## src/rtl/instr_fetch_unit.sv

```systemverilog
// Instruction fetch sequencer: owns the PC, drives the ROM address and registers
// each fetched word with its PC into a valid/ready stage toward decode.
module instr_fetch_unit #(
    parameter logic [31:0] RESET_PC   = 32'h0000_0000,
    parameter int unsigned IMEM_WORDS = 64
) (
    input  logic        clk,
    input  logic        rst,
    output logic [31:0] imem_addr,
    input  logic [31:0] imem_instr,
    input  logic        redirect_valid,
    input  logic [31:0] redirect_pc,
    output logic        out_valid,
    input  logic        out_ready,
    output logic [31:0] out_instr,
    output logic [31:0] out_pc,
    output logic        fault,
    output logic [31:0] fetch_count
);

    // One past the last valid byte address; 33 bits so large ROMs cannot overflow.
    localparam logic [32:0] PC_LIMIT = 33'(IMEM_WORDS) << 2;

    typedef enum logic {
        RUN,
        FAULT
    } state_t;

    state_t      state;
    logic [31:0] pc;
    logic        handshake;
    logic        load_slot;
    logic        pc_oob;

    assign imem_addr = pc;
    assign handshake = out_valid & out_ready;
    assign load_slot = ~out_valid | out_ready;
    assign pc_oob    = {1'b0, pc} >= PC_LIMIT;

    always_ff @(posedge clk or posedge rst) begin
        if (rst) begin
            state       <= RUN;
            pc          <= RESET_PC;
            out_valid   <= 1'b0;
            out_instr   <= 32'h0;
            out_pc      <= 32'h0;
            fault       <= 1'b0;
            fetch_count <= 32'h0;
        end else begin
            // An accepted word counts even if this edge also flushes or faults.
            if (handshake) begin
                fetch_count <= fetch_count + 32'd1;
            end
            case (state)
                RUN: begin
                    if (redirect_valid && (redirect_pc[1:0] != 2'b00)) begin
                        state     <= FAULT;
                        fault     <= 1'b1;
                        out_valid <= 1'b0;
                    end else if (redirect_valid) begin
                        pc        <= redirect_pc;
                        out_valid <= 1'b0;
                    end else if (load_slot && pc_oob) begin
                        state     <= FAULT;
                        fault     <= 1'b1;
                        out_valid <= 1'b0;
                    end else if (load_slot) begin
                        out_instr <= imem_instr;
                        out_pc    <= pc;
                        out_valid <= 1'b1;
                        pc        <= pc + 32'd4;
                    end
                end
                FAULT: begin
                    // Frozen until reset.
                    out_valid <= 1'b0;
                    fault     <= 1'b1;
                end
                default: begin
                    state <= FAULT;
                    fault <= 1'b1;
                    out_valid <= 1'b0;
                end
            endcase
        end
    end

endmodule

```

## config.mk

```make
export PLATFORM = sky130hd
export DESIGN_NAME = instr_fetch_unit
export DESIGN_NICKNAME = d
export VERILOG_FILES = /design/src/rtl/instr_fetch_unit.sv
export SDC_FILE = /design/constraint.sdc
export NUM_CORES = 1
export LEC_CHECK = 0
export ABC_AREA = 1
export ABC_CLOCK_PERIOD_IN_PS = 3500
export CAP_MARGIN = 20
export CORE_UTILIZATION = 43
export DETAILED_ROUTE_END_ITERATION = 7
export GPL_ROUTABILITY_DRIVEN = 1
export PLACE_DENSITY = 0.86
export SYNTH_ARGS = -nofsm -noshare
export SYNTH_HDL_FRONTEND = slang
export SYNTH_SLANG_ARGS = --single-unit
export TNS_END_PERCENT = 5
```

## constraint.sdc

```tcl
create_clock -name clk -period 3.5 [get_ports clk]
set_input_delay 0.35 -clock clk [delete_from_list [all_inputs] [get_ports clk]]
set_output_delay 0.35 -clock clk [all_outputs]
set_load 0.005 [all_outputs]
```

==> reports/results.txt <==
Die Y: 125.4 µm
number of fillers in the final layout: 1197
cts repair resizes: 0
R2R setup slack: 1.36 ns
Worst setup EP type: flip-flop
fmax: 467.4 MHz
final-stage net count: 1114
unrepaired setup endpoints after global routing: no
Slew headroom: 0.4180
CP max stage cell: dfrtp_1
post-synthesis sequential area ratio: 0.5003
failing checks: DRC
first-pass GRT wire length: 29.14 mm
Peak supply drop: 0.3275 mV
Setup TNS Final: 0 ns
fin cells: 1240
total grt overflow: 0
Post-synth EDFFs: 0
Via density: 4.930
status: finished, violations left
Crit. Startpoint: imem_addr[30]
crit-path leading delay family: simple AND/OR/NAND/NOR gates
cells after synthesis: 843
net count after synthesis: 914
standard cell core area: 0.01470 mm²
Hold Fails Final Rpt: 0
largest net degree at the start of global routing: 61
CP required: 3.80 ns
mean post-synth cell area: 7.773 µm²
TritonRoute pass-1 iters: 7
# rows: 44
WL/cell: 14.01 µm
CP Launch Type: flip-flop
total die area: 0.01574 mm²
Max-Cap Viols: 0
Worst Clk Skew: 0.007418 ns
Yosys reg bits: 131
Starting DRT DRC Count: 423
Total GRT Usage: 0.2339
Vias: 6113
Post-CTS Hold Buffers: 0
synthesis-to-layout area growth: 42.01%
most common cell after layout, fill and taps aside: nand2_1
Top FF cell, synth: dfrtp_1
Ys Warns: 0
Power Dens Cells: 421.7 mW/mm²
WP buf/inv: 1
most frequent cells in the layout: 288 x nand2_1, 197 x clkdlybuf4s50_1, 131 x dfrtp_1
Root Driver: clkbuf_16
I/O Buffers: 197
Yosys cell types: 35
max incr delay on CP: 0.45 ns
Worst-Skew Late Latency: 0.42 ns
post-route ant nets: 0
Setup Crit Path Kind: reg -> reg
Tightest Hold Check Type: in -> async
# setup viols final: 0
synthesized area: 0.006553 mm²
Final Cycle Share: 0.6112
Post-synth ARST share: 1.000
layout cells sized above 1: 0.07292
clock tree buffer depth: 2
Worst EP arrival: 2.44 ns
Die X: 125.4 µm
vias in the first global route: 6099
critical-path cell list: nor2_1, nand2_1, nor2_1, nand3_2, nand2_2, nand3_4, buf_12, nand2_1, o21ai_2
num ports: 198
worst reg2reg startpoint: imem_addr[30]
crit path max fanout: 60
Routed WL: 17.37 mm
time the worst path needs with I/O delays and setup: 2.139 ns
Final HPWL DP: 12.80 mm
Pleak: 4.574 nW
CTS tree: yes
Reg clk slew, reported paths: 0.06 ns
Pins Over Slew Limit: 0
Max H-tree Level: 4
clock buffer count from CTS: 17
Final GP Congestion: 0.9508
Antenna diodes: 0
TritonCTS Sinks: 131
number of remaining DRC errors: 13
placed cells: 1208
Least-Margin Pin Slew: 0.8711 ns
Initial Util: 0.4458
post-CTS setup buffer count: 0
antenna violations before repair: 0
worst reg2reg max path, cell delays in order (launching register included):
cell	delay, ns
dfrtp_1	0.45
nor2_1	0.14
nand2_1	0.07
nor2_1	0.16
nand3_2	0.13
nand2_2	0.11
nand3_4	0.41
buf_12	0.39
nand2_1	0.11
o21ai_2	0.05
cell families (layout without fill, tap and decap cells):
family | Yosys count | after routing | share of synthesized area
multiplexers | 3 | 3 | 0.004583
buffers and inverters | 149 | 362 | 0.09738
AO/OA/AOI/OAI | 76 | 76 | 0.07046
adder cells (fa/ha/maj) | 3 | 3 | 0.005729
XOR/XNOR | 24 | 24 | 0.03208
AND/OR/NAND/NOR | 457 | 457 | 0.2895
flip-flops | 131 | 131 | 0.5003
where the power goes:
group          internal, W  switching, W
Combinational     0.000239      0.000181
Clock              0.00114      0.000712
Sequential         0.00158     0.0000768
Total              0.00295      0.000970
layout make-up:
| class | instances | area, µm² | area share |
|---|---|---|---|
| clock buffers | 17 | 425.4 | 0.04572 |
| clock inverters | 15 | 192.7 | 0.02071 |
| inverters | 127 | 480.5 | 0.05163 |
| multi-input cells | 563 | 2644 | 0.2841 |
| flip-flops and latches | 131 | 3278 | 0.3523 |
| well taps | 184 | 230.2 | 0.02474 |
| repair buffers | 203 | 2054 | 0.2208 |
synth_stat cells, types with 5 or more instances:
library cell    n  area [µm²]
xnor2_1         7       61.31
nand3_1        40       200.2
nor2_1         87       326.6
clkbuf_1        6       22.52
nand2_1       288        1081
o21ai_1        20       100.1
o21ai_0        25       125.1
inv_1         124       465.5
nor3_1         12       60.06
a21oi_1         6       30.03
xor2_1         17       148.9
o21ai_2        18       157.7
buf_6           9       101.4
dfrtp_1       131        3278
nand4_1        11       68.82
nor2_2          5       31.28
per-stage QoR:
step	utilization	setup WS, ns	cell area, µm²	total power, W	hold slack, ns
after global placement	0.5910	1.104	8687	0.002088	0.4506
after global routing	0.6330	1.158	9305	0.004081	0.4704
after detailed placement	0.5910	1.055	8687	0.002101	0.4557
after CTS	0.6330	1.353	9305	0.003951	0.4572
after floorplan	-	1.527	6556	0.001834	0.4593
final	0.6330	1.361	9305	0.003924	0.4662
routing by layer:
metal | track usage | routed length (µm) | vias up | share of wire
met2 | 0.3967 | 8535 | 254 | 0.49
met5 | 0 | 0 | - | 0
met3 | 0.04621 | 1217 | 39 | 0.070
li1 | - | - | 2998 | -
met4 | 0.1176 | 501 | 0 | 0.029
met1 | 0.2833 | 7113 | 2822 | 0.41
state kept, by name (all words and copies together), names as in the netlist:
register     count
imem_addr       32
fault            1
out_pc          32
fetch_count     32
out_instr       32
out_valid        1
state            1
path summary, 6_finish.rpt:
check,endpoint,cells after the start
hold / removal,fetch_count[6],2
hold reg to reg,out_pc[12],2
min in group clk,out_pc[12],2
setup / recovery,out_instr[26],9
max in group asynchronous,out_pc[30],3
setup reg to reg,out_instr[26],9
Power figures use the tool's default switching activity.
